==> src/rtl/microwave_pkg.sv <==
`default_nettype none
// ----------------------------------------------------------------------------
// Module   : microwave_pkg
// Purpose  : Shared types and constants for the microwave timer controller:
//            FSM state encoding, BCD digit width, quick-start preset value
//            and a BCD validity helper.
// Revision : 1.0 - initial release
// ----------------------------------------------------------------------------
package microwave_pkg;

  localparam int          DIGIT_W           = 4;
  localparam logic [15:0] QUICK_START_VALUE = 16'h0030;
  localparam logic [3:0]  BCD_MAX           = 4'd9;

  // Encoding is visible on the state output, so the values are fixed.
  typedef enum logic [2:0] {
    IDLE  = 3'd0,
    ENTRY = 3'd1,
    LOAD  = 3'd2,
    COOK  = 3'd3,
    PAUSE = 3'd4,
    DONE  = 3'd5,
    CLR   = 3'd6
  } state_t;

  function automatic logic is_bcd(input logic [DIGIT_W-1:0] d);
    return (d <= BCD_MAX);
  endfunction

endpackage
`default_nettype wire

==> src/rtl/microwave_if.sv <==
`default_nettype none
// ----------------------------------------------------------------------------
// Module   : microwave_if
// Purpose  : Bundle of keypad/button, timer-datapath and display signals
//            around the microwave controller.
//   master : front end / timer side (drives keys, buttons, ticks, zero flag)
//   slave  : controller side (drives counter controls, magnetron, beep, state)
// Signals  : key_valid, key_digit, start, stop_clear, door_open, sec_tick,
//            timer_zero (to controller); entry_digits, timer_loadn,
//            timer_clearn, timer_enable, magnetron_on, beep, state (from it)
// Revision : 1.0 - initial release
// ----------------------------------------------------------------------------
interface microwave_if import microwave_pkg::*; #(
  parameter int DIGITS = 4
) ();

  logic                        key_valid;
  logic [DIGIT_W-1:0]          key_digit;
  logic                        start;
  logic                        stop_clear;
  logic                        door_open;
  logic                        sec_tick;
  logic                        timer_zero;
  logic [DIGIT_W*DIGITS-1:0]   entry_digits;
  logic                        timer_loadn;
  logic                        timer_clearn;
  logic                        timer_enable;
  logic                        magnetron_on;
  logic                        beep;
  logic [2:0]                  state;

  modport master (
    output key_valid, key_digit, start, stop_clear, door_open, sec_tick, timer_zero,
    input  entry_digits, timer_loadn, timer_clearn, timer_enable, magnetron_on, beep, state
  );

  modport slave (
    input  key_valid, key_digit, start, stop_clear, door_open, sec_tick, timer_zero,
    output entry_digits, timer_loadn, timer_clearn, timer_enable, magnetron_on, beep, state
  );

endinterface
`default_nettype wire

==> src/rtl/microwave_entry_shift_reg.sv <==
`default_nettype none
// ----------------------------------------------------------------------------
// Module   : entry_shift_reg
// Purpose  : DIGITS-deep BCD entry register. A shift pushes a new digit in at
//            digit 0 and drops the most significant digit.
//            Priority: clr > preset > shift.
// Ports    : clock, clear (async reset), shift, clr, preset, digit,
//            preset_value, value
// Revision : 1.0 - initial release
// ----------------------------------------------------------------------------
module entry_shift_reg import microwave_pkg::*; #(
  parameter int DIGITS = 4
) (
  input  wire logic                      clock,
  input  wire logic                      clear,
  input  wire logic                      shift,
  input  wire logic                      clr,
  input  wire logic                      preset,
  input  wire logic [DIGIT_W-1:0]        digit,
  input  wire logic [DIGIT_W*DIGITS-1:0] preset_value,
  output logic      [DIGIT_W*DIGITS-1:0] value
);

  logic [DIGIT_W*DIGITS-1:0] r_value;

  always_ff @(posedge clock or posedge clear) begin
    if (clear) begin
      r_value <= '0;
    end else if (clr) begin
      r_value <= '0;
    end else if (preset) begin
      r_value <= preset_value;
    end else if (shift) begin
      r_value <= {r_value[DIGIT_W*(DIGITS-1)-1:0], digit};
    end
  end

  assign value = r_value;

endmodule
`default_nettype wire

==> src/rtl/microwave_controller.sv <==
`default_nettype none
// ----------------------------------------------------------------------------
// Module   : microwave_controller
// Purpose  : Sequencing FSM for a cascaded BCD mm:ss down-counter chain.
//            Collects keypad digits, loads/clears the counters, gates the
//            1 Hz count enable, drives the magnetron and the done beep.
// Ports    : clock, clear (async active-high reset), bus (microwave_if.slave)
// Options  : QUICK_START_EN - when defined, start in IDLE with the door
//            closed presets 00:30 and starts cooking.
// Revision : 1.0 - initial release
// ----------------------------------------------------------------------------
module microwave_controller import microwave_pkg::*; #(
  parameter int DIGITS     = 4,
  parameter int BEEP_TICKS = 3
) (
  input wire logic   clock,
  input wire logic   clear,
  microwave_if.slave bus
);

  localparam int                CW          = $clog2(BEEP_TICKS + 1);
  localparam logic [CW-1:0]     C_BEEP_LAST = CW'(BEEP_TICKS - 1);

  state_t                    r_state, w_next;
  logic [CW-1:0]             r_beep_cnt, w_beep_next;
  logic [DIGIT_W*DIGITS-1:0] w_entry;
  logic [DIGIT_W*DIGITS-1:0] w_preset_value;
  logic                      w_shift, w_preset, w_entry_clr;
  logic                      w_loadn, w_clearn, w_enable, w_mag, w_beep;
  logic                      w_key_ok, w_entry_nz;

  assign w_key_ok   = bus.key_valid & is_bcd(bus.key_digit);
  assign w_entry_nz = |w_entry;

`ifdef QUICK_START_EN
  assign w_preset_value = (DIGIT_W*DIGITS)'(QUICK_START_VALUE);
`else
  assign w_preset_value = '0;
`endif

  entry_shift_reg #(.DIGITS(DIGITS)) u_entry (
    .clock        (clock),
    .clear        (clear),
    .shift        (w_shift),
    .clr          (w_entry_clr),
    .preset       (w_preset),
    .digit        (bus.key_digit),
    .preset_value (w_preset_value),
    .value        (w_entry)
  );

  always_ff @(posedge clock or posedge clear) begin
    if (clear) begin
      r_state    <= IDLE;
      r_beep_cnt <= '0;
    end else begin
      r_state    <= w_next;
      r_beep_cnt <= w_beep_next;
    end
  end

  always_comb begin
    w_next      = r_state;
    w_beep_next = r_beep_cnt;
    w_shift     = 1'b0;
    w_preset    = 1'b0;
    w_entry_clr = 1'b0;
    w_loadn     = 1'b1;
    w_clearn    = 1'b1;
    w_enable    = 1'b0;
    w_mag       = 1'b0;
    w_beep      = 1'b0;

    case (r_state)
      IDLE, ENTRY: begin
        if (bus.stop_clear) begin
          w_next = CLR;
        end else if (bus.start && !bus.door_open && (r_state == ENTRY) && w_entry_nz) begin
          w_next = LOAD;
`ifdef QUICK_START_EN
        end else if (bus.start && !bus.door_open && (r_state == IDLE)) begin
          w_preset = 1'b1;
          w_next   = LOAD;
`endif
        end else if (w_key_ok) begin
          w_shift = 1'b1;
          w_next  = ENTRY;
        end
      end
      LOAD: begin
        w_loadn = 1'b0;
        w_next  = COOK;
      end
      COOK: begin
        // Enable is suppressed at zero so the chain never wraps 0 -> 9.
        w_enable = bus.sec_tick & ~bus.timer_zero;
        w_mag    = ~bus.door_open;
        if (bus.stop_clear || bus.door_open) begin
          w_next = PAUSE;
        end else if (bus.timer_zero) begin
          w_next = DONE;
        end
      end
      PAUSE: begin
        if (bus.stop_clear) begin
          w_next = CLR;
        end else if (bus.start && !bus.door_open) begin
          w_next = COOK;
        end
      end
      DONE: begin
        w_beep = 1'b1;
        if (bus.stop_clear || bus.door_open) begin
          w_next      = IDLE;
          w_entry_clr = 1'b1;
        end else if (bus.sec_tick) begin
          if (r_beep_cnt == C_BEEP_LAST) begin
            w_next      = IDLE;
            w_entry_clr = 1'b1;
          end else begin
            w_beep_next = r_beep_cnt + 1'b1;
          end
        end
      end
      CLR: begin
        w_clearn    = 1'b0;
        w_entry_clr = 1'b1;
        w_next      = IDLE;
      end
      default: begin
        w_next = IDLE;
      end
    endcase

    // Clearing on entry to CLR as well makes entry_digits read zero during CLR.
    if (w_next == CLR) begin
      w_entry_clr = 1'b1;
    end
    if (w_next != DONE) begin
      w_beep_next = '0;
    end
  end

  assign bus.entry_digits = w_entry;
  assign bus.timer_loadn  = w_loadn;
  assign bus.timer_clearn = w_clearn;
  assign bus.timer_enable = w_enable;
  assign bus.magnetron_on = w_mag;
  assign bus.beep         = w_beep;
  assign bus.state        = r_state;

endmodule
`default_nettype wire

==> src/flat_wrapper.sv <==
// flat-port wrapper written by rule: the top's interface ports become plain ports
module microwave_controller_flat import microwave_pkg::*;
#(
  parameter int DIGITS     = 4,
  parameter int BEEP_TICKS = 3
)
  (clock, clear, bus_key_valid, bus_key_digit, bus_start, bus_stop_clear, bus_door_open, bus_sec_tick, bus_timer_zero, bus_entry_digits, bus_timer_loadn, bus_timer_clearn, bus_timer_enable, bus_magnetron_on, bus_beep, bus_state);
  microwave_if #(.DIGITS(DIGITS)) bus_i ();
  input wire logic clock;
  input wire logic clear;
  input wire logic [$bits(bus_i.key_valid)-1:0] bus_key_valid;
  input wire logic [$bits(bus_i.key_digit)-1:0] bus_key_digit;
  input wire logic [$bits(bus_i.start)-1:0] bus_start;
  input wire logic [$bits(bus_i.stop_clear)-1:0] bus_stop_clear;
  input wire logic [$bits(bus_i.door_open)-1:0] bus_door_open;
  input wire logic [$bits(bus_i.sec_tick)-1:0] bus_sec_tick;
  input wire logic [$bits(bus_i.timer_zero)-1:0] bus_timer_zero;
  output wire logic [$bits(bus_i.entry_digits)-1:0] bus_entry_digits;
  output wire logic [$bits(bus_i.timer_loadn)-1:0] bus_timer_loadn;
  output wire logic [$bits(bus_i.timer_clearn)-1:0] bus_timer_clearn;
  output wire logic [$bits(bus_i.timer_enable)-1:0] bus_timer_enable;
  output wire logic [$bits(bus_i.magnetron_on)-1:0] bus_magnetron_on;
  output wire logic [$bits(bus_i.beep)-1:0] bus_beep;
  output wire logic [$bits(bus_i.state)-1:0] bus_state;
  assign bus_i.key_valid = bus_key_valid;
  assign bus_i.key_digit = bus_key_digit;
  assign bus_i.start = bus_start;
  assign bus_i.stop_clear = bus_stop_clear;
  assign bus_i.door_open = bus_door_open;
  assign bus_i.sec_tick = bus_sec_tick;
  assign bus_i.timer_zero = bus_timer_zero;
  assign bus_entry_digits = bus_i.entry_digits;
  assign bus_timer_loadn = bus_i.timer_loadn;
  assign bus_timer_clearn = bus_i.timer_clearn;
  assign bus_timer_enable = bus_i.timer_enable;
  assign bus_magnetron_on = bus_i.magnetron_on;
  assign bus_beep = bus_i.beep;
  assign bus_state = bus_i.state;
  microwave_controller #(.DIGITS(DIGITS), .BEEP_TICKS(BEEP_TICKS)) u_core (.clock(clock), .clear(clear), .bus(bus_i));
endmodule
==> config.mk <==
export PLATFORM = sky130hd
export DESIGN_NAME = microwave_controller_flat
export DESIGN_NICKNAME = d
export VERILOG_FILES = /design/src/rtl/microwave_pkg.sv /design/src/rtl/microwave_if.sv /design/src/rtl/microwave_entry_shift_reg.sv /design/src/rtl/microwave_controller.sv /design/src/flat_wrapper.sv
export SDC_FILE = /design/constraint.sdc
export NUM_CORES = 1
export LEC_CHECK = 0
export ABC_AREA = 1
export BUFFER_PORTS_ARGS = -buffer_cell sky130_fd_sc_hd__buf_2
export CELL_PAD_IN_SITES_DETAIL_PLACEMENT = 1
export CELL_PAD_IN_SITES_GLOBAL_PLACEMENT = 1
export CORE_MARGIN = 4
export CORE_UTILIZATION = 38
export DETAILED_ROUTE_END_ITERATION = 16
export PLACE_DENSITY_LB_ADDON = 0.3
export SYNTH_ARGS = -nofsm -noshare
export SYNTH_HDL_FRONTEND = slang
export SYNTH_SLANG_ARGS = --single-unit
==> constraint.sdc <==
create_clock -name clock -period 4.12 [get_ports clock]
set_input_delay 0.824 -clock clock [delete_from_list [all_inputs] [get_ports clock]]
set_output_delay 0.824 -clock clock [all_outputs]
set_load 0.02 [all_outputs]
==> flow_metrics.tcl <==
set metrics [dict create \
    run_status "completed" \
    grt_use_total 0.169 \
    avgRoutedWirePerCell_microns 13.0 \
    slowest_stage "dfrtp_1" \
    clkLatencyLatePin_ns 0.31 \
    num-nets-final 235 \
    numCtsBuffers 3 \
    final_min_period_over_clock_period 0.587 \
    max_freq_ghz 0.413 \
    cp_num_cells 5 \
    slowest_delay_ns 0.46 \
    wl_met2_microns 1680 \
    fp.dieW_microns 65.9 \
    final-max-slew-violation-count 0 \
    clock-skew-final_ns 0.0104 \
    hold_bufs_at_cts 0 \
    cts-resized-gates 0 \
    critical_path.startpoint "u_core.bus.state[1]" \
    layout-area-overhead-vs-synth_pct 17.9 \
    floorplan.die.height_microns 65.9 \
    hold_path_class "in2async" \
    count_of_placed_standard_cells_including_taps 261 \
    portBuffers 35 \
    ys.warnings.count 0 \
    setup.worst_path.end "bus_timer_enable" \
    worstMarginPinSlew_ns 1.14 \
    core_region_area_sq_um 3130 \
    fin_hold_ws_ns 0.646 \
    r2r_cells 9 \
    worstPathRequired_ns 3.30 \
    route.met3.wl_microns 129 \
    cap_violations 0 \
    wire_length_of_the_first_global_routing_pass_microns 5820 \
    ctsHtreeMaxLevel 1 \
    detailedPlace.worstSlack_ns 1.42 \
    intPower_mw 0.416 \
    initial_core_util 0.408 \
    synth_nets 199 \
    filler_cell_count 430 \
    critical_path.max_fanout 5 \
    layout_setup_ws_ns 1.70 \
    critical_path.top_delay_family "flip-flops" \
    power.sequential.fraction 0.351 \
    p_sw_mw 0.425 \
    cts_root_buffer "clkbuf_4" \
    antenna_found_initial 0 \
    worst_r2r_startpoint "u_core.u_entry.value[10]" \
    detail_route.iter0.violations 59 \
    die_area_sq_um 4350 \
    worst-r2r-setup-slack_ns 1.85 \
    rsz0062_at_grt "no" \
    endpoint_kind "primary output" \
    rr_endpoint "u_core.u_entry.value[13]" \
    synthCells 186 \
    path_cells "inv_1 > nor3_1 > inv_1 > nor3_1 > buf_2" \
    total_leakage_power_nw 0.760 \
    dr.max_layer_used "met4" \
    drt.antenna.violating_nets 0 \
    drt_first_pass_iters 4 \
    postCtsSetupRepairBufs 0 \
    avgSynthCellArea_sq_um 6.85 \
    drt_drc_violations_left 0 \
    place.gp.congestion 0.891 \
    irDropWorstVdd_v 0.000218 \
    grt_start_max_net_pins 33 \
    post_route_cells_drive_above_1_share 0.217 \
    clock_sinks 21 \
    p_comb_frac 0.523 \
    critical_path_buf_inv_count 3 \
    timing.critical_path.from_type "flop" \
    postRouteWirelength_microns 3440 \
    floorplan.rows 20 \
    syn_area_sq_um 1270 \
    gr-total-overflow 0 \
    timing.max_slew.rel_slack 0.239 \
    hpwl_microns 2670 \
    critical_path_class "reg2out" \
    num_antenna_cells 0 \
    ys_seq_elements 21 \
    finalCoreUtilization 0.480 \
    power.clock.fraction 0.126 \
    wl_met1_microns 1600 \
    finalWorstPathRequiredPeriod_ns 2.42 \
    finalSetupViolCount 0 \
    seq_area_frac_synth 0.412 \
    cts.path.max_buffers 2 \
    arrival_ns 1.59 \
    report.final.hold_viol_count 0 \
    power.density_cell_area_nw_per_um2 559 \
    final.setup.tns_ns 0 \
    vias 1254 \
    detail_route.vias_per_cell 4.73 \
    p_sw_frac 0.505 \
    ioPinCount 36 \
    layoutNonFillerInstCount 265 \
    path_clk_slew_ns 0.13 \
    unique_cell_type_count_in_the_yosys_netlist 23 \
    tritoncts "yes" \
    first_global_vias 1312 \
]
placed cells by master (no fill, tap or decap), drive strengths merged:
cell type and n:
nand2 32, ha 1, a21o 1, a21oi 4
clkbuf 4, o21ai 23, nor3 5, nor2 34
xor2 1, inv 49, nand3 7, nor3b 1
buf 35, dfrtp 21, nand4 2, o31ai 1
cell usage after synthesis:
cell      instances  area (sq um)
inv_1            49           184
nor2_1           31           116
nand2_1          30           113
o21ai_0          23           115
dfrtp_1          21           526
nand3_1           6          30.0
nor3_1            4          20.0
a21oi_1           3          15.0
nor2_2            3          18.8
buf_2             2          10.0
nand4_1           2          12.5
a21o_2            1          8.76
a21oi_2           1          8.76
buf_8             1          15.0
clkbuf_1          1          3.75
ha_1              1          12.5
nand2_2           1          6.26
nand2_4           1          11.3
nand3_2           1          10.0
nor3_2            1          10.0
nor3b_2           1          12.5
o31ai_1           1          7.51
xor2_1            1          8.76
worst min path at each step:
stage / startpoint / end / slack (ns) / cells past startpoint
2_1_floorplan: u_core.r_beep_cnt[0] / u_core.r_beep_cnt[0] / 0.58 / 3
3_3_place_gp: u_core.r_beep_cnt[0] / u_core.r_beep_cnt[0] / 0.61 / 3
3_5_place_dp: u_core.r_beep_cnt[0] / u_core.r_beep_cnt[0] / 0.63 / 3
4_1_cts: u_core.r_beep_cnt[0] / u_core.r_beep_cnt[0] / 0.66 / 3
5_1_grt: u_core.r_beep_cnt[0] / u_core.r_beep_cnt[0] / 0.70 / 3
6_report: clear / u_core.r_beep_cnt[0] / 0.65 / 2
stage by stage:
stage	power [mW]	cell area (sq um)
floorplan	0.629	1270
global placement	0.724	1480
detailed placement	0.743	1480
CTS	0.846	1500
global route	0.912	1500
finish	0.841	1500
flip-flops by register name, summed over array words and instances (netlist names):
| name | count |
|---|---|
| u_core.r_beep_cnt | 2 |
| u_core.bus.state | 3 |
| u_core.u_entry.value | 16 |
cell type report:
| class | instances | area (sq um) | share of cell area |
|---|---|---|---|
| clock buffers | 4 | 26.3 | 0.0175 |
| inverters | 49 | 184 | 0.122 |
| multi-input cells | 112 | 537 | 0.357 |
| flip-flops and latches | 21 | 526 | 0.350 |
| well taps | 44 | 55.1 | 0.0366 |
| repair buffers | 35 | 175 | 0.117 |
power by group through the flow:
stage / sequential, mW / combinational [mW] / clock (mW)
2_1_floorplan: 0.337 / 0.291 / 0
3_3_place_gp: 0.296 / 0.428 / 0
3_5_place_dp: 0.301 / 0.443 / 0
4_1_cts: 0.297 / 0.444 / 0.105
5_1_grt: 0.305 / 0.490 / 0.117
6_report: 0.295 / 0.440 / 0.106
worst reg2reg max path: stages, from the launching register on:
cell and delay, ns:
dfrtp_1 0.45, nor2_1 0.14, nand2_1 0.06, nor2_1 0.14
nand2_1 0.10, a21oi_2 0.90, nand2_1 0.11, o21ai_0 0.14
inv_1 0.07, nor2_1 0.12
per-layer routing:
layer / vias to the layer above / track usage
met4: 0 / 0.0311
met1: 603 / 0.211
li1: 624 / -
met2: 23 / 0.309
met3: 4 / 0.0221
met5: - / 0
kinds of logic after synthesis:
family          Yosys count  share of synthesized area
fa+ha+maj                 1                    0.00981
simple gates             81                      0.283
compound gates           29                      0.122
flops                    21                      0.412
xor+xnor                  1                    0.00687
buf+inv                  53                      0.167
Power figures use the tool's default switching activity.
